[config.mk]
export PLATFORM = sky130hd
export DESIGN_NAME = timer_bank
export DESIGN_NICKNAME = d
export VERILOG_FILES = /design/src/rtl/timer_pkg.sv /design/src/rtl/tick_prescaler.sv /design/src/rtl/timer_channel.sv /design/src/rtl/timer_bank.sv
export SDC_FILE = /design/constraint.sdc
export NUM_CORES = 1
export LEC_CHECK = 0
export CORE_MARGIN = 2
export CORE_UTILIZATION = 35
export DETAILED_ROUTE_END_ITERATION = 8
export PLACE_DENSITY_LB_ADDON = 0.2
export SLEW_MARGIN = 20
export SYNTH_ARGS = -nofsm -noshare
export SYNTH_HDL_FRONTEND = slang
export SYNTH_SLANG_ARGS = --single-unit
export TNS_END_PERCENT = 50
[constraint.sdc]
create_clock -name clk_50M -period 4.6 [get_ports clk_50M]
set_clock_uncertainty 0.15 [all_clocks]
set_input_delay 1.38 -clock clk_50M [delete_from_list [all_inputs] [get_ports clk_50M]]
set_output_delay 1.38 -clock clk_50M [all_outputs]
set_load 0.05 [all_outputs]
[src/rtl/timer_pkg.sv]
// Shared definitions for the timer bank: mode encodings, channel state
// enumeration and the prescaler counter width helper.
package timer_pkg;

    // Channel counting modes, sampled from i_Mode on Start (2'b11 acts as SAT)
    localparam logic [1:0] MODE_WRAP = 2'b00;
    localparam logic [1:0] MODE_SAT  = 2'b01;
    localparam logic [1:0] MODE_DOWN = 2'b10;

    // Per-channel FSM states
    typedef enum logic [1:0] {
        ST_IDLE    = 2'b00,
        ST_RUN     = 2'b01,
        ST_EXPIRED = 2'b10
    } ch_state_e;

    // Bits needed to count 0..div-1, never less than one bit
    function automatic int cnt_width(input int div);
        int w;
        w = $clog2(div);
        if (w < 1) begin
            w = 1;
        end else begin
            w = w;
        end
        return w;
    endfunction

endpackage

[src/rtl/tick_prescaler.sv]
// Free-running divider: counts 0..DIV-1 and emits a registered one-cycle
// tick in the cycle following the terminal count. Never restarted by
// channel activity, so the tick phase depends only on reset release.
module tick_prescaler
    import timer_pkg::*;
#(
    parameter int CLK_HZ  = 50_000_000,
    parameter int TICK_HZ = 2_000
) (
    input  logic clk_50M,
    input  logic i_Reset_n,
    output logic o_Tick
);

    localparam int DIV = CLK_HZ / TICK_HZ;
    localparam int CW  = cnt_width(DIV);
    localparam logic [CW-1:0] LAST_C = CW'(DIV - 1);

    // A divider below 2 cannot produce a distinct tick cycle
    generate
        if (DIV < 2) begin : g_bad_div
            $error("tick_prescaler: CLK_HZ/TICK_HZ must be at least 2");
        end
    endgenerate

    logic [CW-1:0] cnt_r;
    logic          tick_r;

    // Divider counter and registered tick flag
    always_ff @(posedge clk_50M or negedge i_Reset_n) begin
        if (!i_Reset_n) begin
            cnt_r  <= {CW{1'b0}};
            tick_r <= 1'b0;
        end else begin
            if (cnt_r == LAST_C) begin
                cnt_r <= {CW{1'b0}};
            end else begin
                cnt_r <= cnt_r + CW'(1'b1);
            end
            tick_r <= (cnt_r == LAST_C);
        end
    end

    assign o_Tick = tick_r;

endmodule

[src/rtl/timer_channel.sv]
// One timer channel: IDLE/RUN/EXPIRED FSM that latches mode and limit on
// Start and steps its count on each enabled tick while running.
// Priority each cycle is Clear, then Start, then the tick step.
module timer_channel
    import timer_pkg::*;
#(
    parameter int WIDTH = 12
) (
    input  logic             clk_50M,
    input  logic             i_Reset_n,
    input  logic             i_Clear,
    input  logic             i_Start,
    input  logic             i_Enable,
    input  logic             i_Tick,
    input  logic [1:0]       i_Mode,
    input  logic [WIDTH-1:0] i_Limit,
    output logic [WIDTH-1:0] o_Count,
    output logic             o_Busy,
    output logic             o_Done
);

    ch_state_e        state_r, state_nxt_s;
    logic [WIDTH-1:0] count_r, count_nxt_s;
    logic [WIDTH-1:0] limit_r, limit_nxt_s;
    logic [1:0]       mode_r,  mode_nxt_s;
    logic             done_r,  done_nxt_s;
    logic             busy_r,  busy_nxt_s;

    // State, latched configuration and registered outputs
    always_ff @(posedge clk_50M or negedge i_Reset_n) begin
        if (!i_Reset_n) begin
            state_r <= ST_IDLE;
            count_r <= {WIDTH{1'b0}};
            limit_r <= {WIDTH{1'b0}};
            mode_r  <= MODE_WRAP;
            done_r  <= 1'b0;
            busy_r  <= 1'b0;
        end else begin
            state_r <= state_nxt_s;
            count_r <= count_nxt_s;
            limit_r <= limit_nxt_s;
            mode_r  <= mode_nxt_s;
            done_r  <= done_nxt_s;
            busy_r  <= busy_nxt_s;
        end
    end

    // Next state and count: clear beats start beats step
    always_comb begin
        state_nxt_s = state_r;
        count_nxt_s = count_r;
        limit_nxt_s = limit_r;
        mode_nxt_s  = mode_r;
        done_nxt_s  = 1'b0;
        if (i_Clear) begin
            state_nxt_s = ST_IDLE;
            count_nxt_s = {WIDTH{1'b0}};
        end else if (i_Start) begin
            state_nxt_s = ST_RUN;
            mode_nxt_s  = i_Mode;
            limit_nxt_s = i_Limit;
            if (i_Mode == MODE_DOWN) begin
                count_nxt_s = i_Limit;
            end else begin
                count_nxt_s = {WIDTH{1'b0}};
            end
        end else if ((state_r == ST_RUN) && i_Enable && i_Tick) begin
            case (mode_r)
                MODE_WRAP: begin
                    if (count_r == limit_r) begin
                        count_nxt_s = {WIDTH{1'b0}};
                        done_nxt_s  = 1'b1;
                    end else begin
                        count_nxt_s = count_r + WIDTH'(1'b1);
                    end
                end
                MODE_DOWN: begin
                    if (count_r == {WIDTH{1'b0}}) begin
                        done_nxt_s  = 1'b1;
                        state_nxt_s = ST_EXPIRED;
                    end else begin
                        count_nxt_s = count_r - WIDTH'(1'b1);
                    end
                end
                default: begin
                    // SAT, and the unused 2'b11 encoding behaves the same
                    if (count_r == limit_r) begin
                        done_nxt_s  = 1'b1;
                        state_nxt_s = ST_EXPIRED;
                    end else begin
                        count_nxt_s = count_r + WIDTH'(1'b1);
                    end
                end
            endcase
        end else begin
            // IDLE, EXPIRED, paused or no tick: hold everything
            state_nxt_s = state_r;
        end
    end

    // Busy follows the state being entered so it drops with the final Done
    always_comb begin
        busy_nxt_s = 1'b0;
        if (state_nxt_s == ST_RUN) begin
            busy_nxt_s = 1'b1;
        end else begin
            busy_nxt_s = 1'b0;
        end
    end

    assign o_Count = count_r;
    assign o_Busy  = busy_r;
    assign o_Done  = done_r;

endmodule

[src/rtl/timer_bank.sv]
// Multi-channel tick timer: one shared prescaler feeding N_CH independent
// wrap / saturate / count-down channels.
module timer_bank
    import timer_pkg::*;
#(
    parameter int CLK_HZ  = 50_000_000,
    parameter int TICK_HZ = 2_000,
    parameter int WIDTH   = 12,
    parameter int N_CH    = 4
) (
    input  logic                  clk_50M,
    input  logic                  i_Reset_n,
    input  logic [N_CH-1:0]       i_Clear,
    input  logic [N_CH-1:0]       i_Start,
    input  logic [N_CH-1:0]       i_Enable,
    input  logic [2*N_CH-1:0]     i_Mode,
    input  logic [WIDTH*N_CH-1:0] i_Limit,
    output logic [WIDTH*N_CH-1:0] o_Count,
    output logic [N_CH-1:0]       o_Busy,
    output logic [N_CH-1:0]       o_Done,
    output logic                  o_Tick
);

    logic tick_s;

    tick_prescaler #(
        .CLK_HZ  (CLK_HZ),
        .TICK_HZ (TICK_HZ)
    ) u_prescaler (
        .clk_50M   (clk_50M),
        .i_Reset_n (i_Reset_n),
        .o_Tick    (tick_s)
    );

    assign o_Tick = tick_s;

    generate
        for (genvar k = 0; k < N_CH; k++) begin : g_ch
            timer_channel #(
                .WIDTH (WIDTH)
            ) u_ch (
                .clk_50M   (clk_50M),
                .i_Reset_n (i_Reset_n),
                .i_Clear   (i_Clear[k]),
                .i_Start   (i_Start[k]),
                .i_Enable  (i_Enable[k]),
                .i_Tick    (tick_s),
                .i_Mode    (i_Mode[2*k +: 2]),
                .i_Limit   (i_Limit[WIDTH*k +: WIDTH]),
                .o_Count   (o_Count[WIDTH*k +: WIDTH]),
                .o_Busy    (o_Busy[k]),
                .o_Done    (o_Done[k])
            );
        end
    endgenerate

endmodule

## Word level (Yosys, flattened, before mapping)

Cells that the tools add are included.

| operators by class | value |
|---|---|
| order comparisons | 0 |
| divide/modulo/power cells | 0 |
| bitwise logic cells | 4 |
| equal/unequal tests | 29 |
| reduce and logical (&&, ||, !) cells | 28 |
| add/sub/neg operators | 9 |
| muxes and demuxes | 85 |
| shift-type cells | 0 |
| $mul | 0 |

Operators with widths:

| cell | count |
|---|---|
| 12-bit two-way mux | 28 |
| 12-bit case mux with 2 select lines | 4 |
| 12-bit by 1-bit adder with 12-bit output, second input constant | 4 |
| 12-bit equality test | 4 |
| 12-bit zero test | 4 |
| 12-bit by 1-bit subtractor with 12-bit output, second input constant | 4 |
| 2-bit two-way mux | 20 |
| 1-bit two-way mux | 28 |
| 5-bit inequality test, second input constant | 4 |
| 2-bit by 1-bit equality test with 1-bit output, second input constant | 8 |
| 2-bit equality test, second input constant | 8 |
| 4-bit inequality test, second input constant | 4 |
| 2-bit case mux with 2 select lines | 4 |
| 15-bit by 1-bit adder with 15-bit output, second input constant | 1 |
| 15-bit equality test, second input constant | 1 |
| 15-bit two-way mux | 1 |
| 3-bit AND reduction | 4 |
| 3-bit nonzero test | 4 |
| 1-bit logical AND | 8 |
| 2-bit zero test | 4 |
| 2-bit AND reduction | 4 |
| 1-bit inverter | 4 |

| storage, ports and cells | value |
|---|---|
| logic and storage cells | 181 |
| memory bits (read-only) | 0 |
| bits in writable memories | 0 |
| memories kept | 0 |
| bits in registers | 136 |
| output and inout bits | 57 |
| latch bits | 0 |

## Longest topological paths before layout

| depth | value |
|---|---|
| depth after elaboration | 8 |
| gate-level depth with buffers | 10 |

## Hierarchy

A second synthesis with hierarchy kept.

| second synthesis, totals | value |
|---|---|
| cell total of the unflattened synthesis | 948 |
| area total of the unflattened synthesis | 8309.2 µm² |

Modules (own cells, without submodules):

| module | instances | cells an instance | area each (µm²) |
|---|---|---|---|
| timer_channel (g_ch[0].u_ch ...) | 3 | 218 | 1875.5 |
| timer_channel (g_ch[3].u_ch) | 1 | 218 | 1873.0 |
| tick_prescaler | 1 | 76 | 809.5 |

## Worst setup path after synthesis

OpenSTA, ideal clock, no wires.

| timing path | value |
|---|---|
| path type | register to register |
| from | reg g_ch[3].u_ch.count_r[0] |
| to | reg g_ch[3].u_ch.count_r[8] |
| slack | 1.805 ns |
| cell stages (with the launch flop) | 11 |
| period minus slack after synthesis | 2.795 ns |
| data arrival time | 2.524 ns |
| path buffers | 2 |
| library setup time | 0.121 ns |
| data required time | 4.329 ns |
| cells stage by stage | dfrtp_1 > inv_1 > ha_1 > and3b_1 > clkbuf_1 > nand3b_1 > nor3_1 > o31ai_1 > clkbuf_1 > o21ai_0 > a22o_1 |

| between the ends | value |
|---|---|
| word-level cells in the longest chain between the ends | 6 |
| elaborated cells between the ends (all ways) | 14 |
| classes of those cells | add/sub (2); eq/ne (3); mux (7); reduce/logical (2) |

RTL lines:

| element | line | source |
|---|---|---|
| start: declaration | timer_channel.sv:23 | `logic [WIDTH-1:0] count_r, count_nxt_s;` |
| start signal: assignment | timer_channel.sv:33 | `count_r <= {WIDTH{1'b0}};` |
| start signal: assignment | timer_channel.sv:40 | `count_r <= count_nxt_s;` |
| 12-bit by 1-bit adder with 12-bit output (tied with other cells) | timer_channel.sv:74, timer_channel.sv:91 |  |
| 12-bit two-way mux (on tied branches) | timer_channel.sv:87, timer_channel.sv:70, timer_channel.sv:78 |  |
| 12-bit case mux with 2 select lines | timer_channel.sv:68 | `case (mode_r)` |
| 12-bit two-way mux | timer_channel.sv:67 | `end else if ((state_r == ST_RUN) && i_Enable && i_Tick) begin` |
| 12-bit two-way mux | timer_channel.sv:58 | `end else if (i_Start) begin` |
| 12-bit two-way mux | timer_channel.sv:55 | `if (i_Clear) begin` |

Parallel ways exist; a longest one is shown, timed or not. The select of a mux whose other input is x is not followed.
A chain may end at the register's enable or synchronous reset.

## Worst setup path after layout

| timing path | value |
|---|---|
| from | reg g_ch[0].u_ch.count_r[2] |
| to | out o_Count[2] |

RTL lines:

| element | line | source |
|---|---|---|
| start: declaration | timer_channel.sv:23 |  |
| start signal: assignment | timer_channel.sv:33 |  |
| start signal: assignment | timer_channel.sv:40 |  |
| end: declaration | timer_bank.sv:18 | `output logic [WIDTH*N_CH-1:0] o_Count,` |

No word-level cell between the ends.

==> out/qor.yml <==
outcome:
  outcome: "complete, no violations"
yosys:
  synth_xor_area_frac: 0.0718
  yosys_warnings: 0
  async_flop_share: 1.00
  ys_types: 68
  synth_mux_area_frac: 0.0478
  synth_simple_gate_area_share: 0.195
  synth_enable_flop_cells: 0
  syn-cell-area_mm2: 0.00793
  synth.avg_cell_area_um2: 9.38
  synthAdderAreaFrac: 0.0142
  synthCells: 846
  syn_nets: 925
  yosysSeqAreaShare: 0.429
  synth_compound_area_frac: 0.190
  synthFlopType: "dfrtp_1"
  synth_top_family_by_area: "simple AND/OR/NAND/NOR gates"
  synth-seq-cells: 136
detailed_routing:
  wl_per_cell_um: 16.8
  drcViolationCount: 0
  vias: 6679
  viasPerCell: 5.39
  ant_nets: 0
  first_pass_iters: 7
  drt-initial-drc-count: 335
  drt-total-wl_um: 20800
clocking:
  hold_buffers: 0
  root_buffer: "clkbuf_16"
  clkLatencyLatePin_ps: 420
  postCtsSetupBuffers: 0
  tritoncts: "yes"
  cts_buffers: 17
  ctsResizeCount: 0
  cts_num_sinks: 136
  clk_path_buf_depth: 2
  path_clk_slew_ps: 60
  h-tree-depth: 4
die:
  die_area_mm2: 0.0239
  rows: 55
  start_util: 0.354
  fp.coreArea_mm2: 0.0224
  die_y_um: 155
  die_w_um: 155
  ios: 127
layout:
  fin_util: 0.443
  area_growth_pct: 25.3
  diodes: 0
  fin_nets: 1020
  drive_above_1_share: 0.102
  finalNonFillerCells: 1239
timing:
  worst_slack_ps: 1150
  slew_headroom: 0.415
  setup_violations: 0
  post-route-min-period_ps: 3450
  fmax_mhz: 290
  fin_crit_sh: 0.749
  setup_tns_ps: 0
  max_slew.worst_pin.slew_ps: 874
  rsz0062_at_grt: "false"
  drv_slew: 0
  whs_ps: 302
  finalHoldViolCount: 0
worst_setup_path:
  crit_chain: "clkdlybuf4s50_1"
  end_kind: "output port"
  critPathArrivalTime_ps: 1920
  path_buf_inv: 1
  worstPathRequired_ps: 3070
  cpLargestDelayFamily: "buffers and inverters"
  cp_max_fo: 14
  path_class: "reg -> out"
  startpoint_type: "flop"
  max_stage_delay_ps: 900
  crit_slowest_cell: "clkdlybuf4s50_1"
hold_path:
  min_path_type: "reg -> reg"
global_route:
  gr-total-overflow: 0
  grt_pass1_vias: 6682
  antenna_found_initial: 0
  grtUsageTotal: 0.179
  grt_max_degree: 81
  grt_pass1_wl_um: 34700
placement:
  port_buffers: 126
  post-place-ws_ps: 1090
  routabilityCongestion: 0.795
  hpwl_um: 14600
  dp_cells: 1207
power:
  power_frac_comb: 0.221
  internal-power_mw: 2.49
  leakage_nw: 4.13
  p_seq_frac: 0.396
  power_switching_mw: 1.15
  powerDensity_mw_per_mm2: 365
  p_clk_frac: 0.383
  ir_worst_vdd_mv: 0.211
  p_sw_frac: 0.316
job:
  maxCapViolations: 0
[cells by family after synthesis]
group	Yosys count
AO/OA/AOI/OAI	202
XOR/XNOR	65
adder cells (fa/ha/maj)	9
buffers and inverters	92
flip-flops	136
multiplexers	34
AND/OR/NAND/NOR	308
[sequential cells by signal, indices dropped and copies added, names as in the netlist]
register	cells
u_prescaler.o_Tick	1
g_ch.u_ch.o_Count	48
g_ch.u_ch.o_Busy	4
g_ch.u_ch.limit_r	48
g_ch.u_ch.state_r	8
u_prescaler.cnt_r	15
g_ch.u_ch.mode_r	8
g_ch.u_ch.o_Done	4
[cell type report]
class                      instances  area, µm²
tap                              285        357
clock buffer                      20        457
fill                            2216      12500
sequential                       136       3400
timing repair buffer             135       1340
multi-input combinational        618       4120
clock inverter                    12        143
inverter                          33        124
[cell usage in the layout (no fill, tap or decap), types with 4 or more instances in the layout]
cell type / synthesis / routed
o22ai_1: 15 / 15
nand2b_1: 16 / 16
buf_4: 10 / 8
a31o_2: 5 / 5
dfrtp_1: 136 / 136
nor2b_1: 8 / 8
and2_1: 5 / 5
clkdlybuf4s50_1: 0 / 125
a21oi_1: 26 / 26
nor4_1: 16 / 16
nor2_1: 50 / 50
a21o_1: 4 / 4
and3_1: 14 / 14
o21ai_0: 21 / 21
o32a_1: 10 / 10
xnor2_1: 30 / 30
nor3_1: 14 / 14
o31ai_1: 25 / 24
o32ai_1: 7 / 7
a21boi_0: 6 / 6
o21ai_2: 4 / 4
mux2_2: 31 / 31
ha_1: 9 / 9
o2bb2ai_1: 6 / 6
nand3_1: 15 / 15
o21a_1: 5 / 5
a22o_1: 26 / 26
clkinv_4: 0 / 5
a22oi_1: 7 / 7
or2_2: 4 / 4
nand4_1: 19 / 19
inv_1: 33 / 33
xor2_1: 35 / 35
nand2_1: 118 / 118
a31oi_1: 7 / 7
and4_1: 8 / 8
clkbuf_16: 0 / 17
[routing by layer]
layer  GRT usage  wire length, µm  part of all wire
met5           0                0                 0
met4      0.0507              301             0.014
met3      0.0322              742             0.036
met2       0.290             9690              0.47
met1       0.247            10000              0.48
[per-stage QoR]
| stage | power [mW] | instance area [µm²] |
|---|---|---|
| floorplan | 1.98 | 7930 |
| global placement | 2.26 | 9340 |
| detailed placement | 2.27 | 9340 |
| CTS | 3.68 | 9940 |
| global route | 3.83 | 9940 |
| finish | 3.63 | 9940 |
[power groups by stage]
stage	clock network (mW)	logic (mW)	registers, mW
2_1_floorplan	0	0.454	1.53
3_3_place_gp	0	0.800	1.46
3_5_place_dp	0	0.805	1.46
4_1_cts	1.43	0.809	1.44
5_1_grt	1.49	0.879	1.46
6_report	1.39	0.802	1.44
[Yosys cell counts, types with 19 or more instances]
master / n / share of area
a21oi_1: 26 / 0.016
a22o_1: 26 / 0.029
clkbuf_1: 34 / 0.016
dfrtp_1: 136 / 0.43
inv_1: 33 / 0.016
mux2_2: 31 / 0.044
nand2_1: 118 / 0.056
nand4_1: 19 / 0.015
nor2_1: 50 / 0.024
o21ai_0: 21 / 0.013
o31ai_1: 25 / 0.024
xnor2_1: 30 / 0.033
xor2_1: 35 / 0.039
[final timing paths]
path / endpoint / start / cells past startpoint / slack [ps]
min in group asynchronous: g_ch[0].u_ch.o_Count[9]$_DFFE_PN0P_ / i_Reset_n / 1 / 780
worst min register to register: u_prescaler.cnt_r[0]$_DFF_PN0_ / u_prescaler.cnt_r[0]$_DFF_PN0_ / 1 / 300
worst max-delay path: o_Count[2] / g_ch[0].u_ch.o_Count[2]$_DFFE_PN0P_ / 1 / 1150
worst min-delay path: u_prescaler.cnt_r[0]$_DFF_PN0_ / u_prescaler.cnt_r[0]$_DFF_PN0_ / 1 / 300
worst max register to register: g_ch[1].u_ch.o_Count[0]$_DFFE_PN0P_ / g_ch[1].u_ch.o_Count[5]$_DFFE_PN0P_ / 7 / 1800
max in group asynchronous: g_ch[2].u_ch.limit_r[4]$_DFFE_PN0P_ / i_Reset_n / 2 / 2690
(Power assumes the default switching activity.)
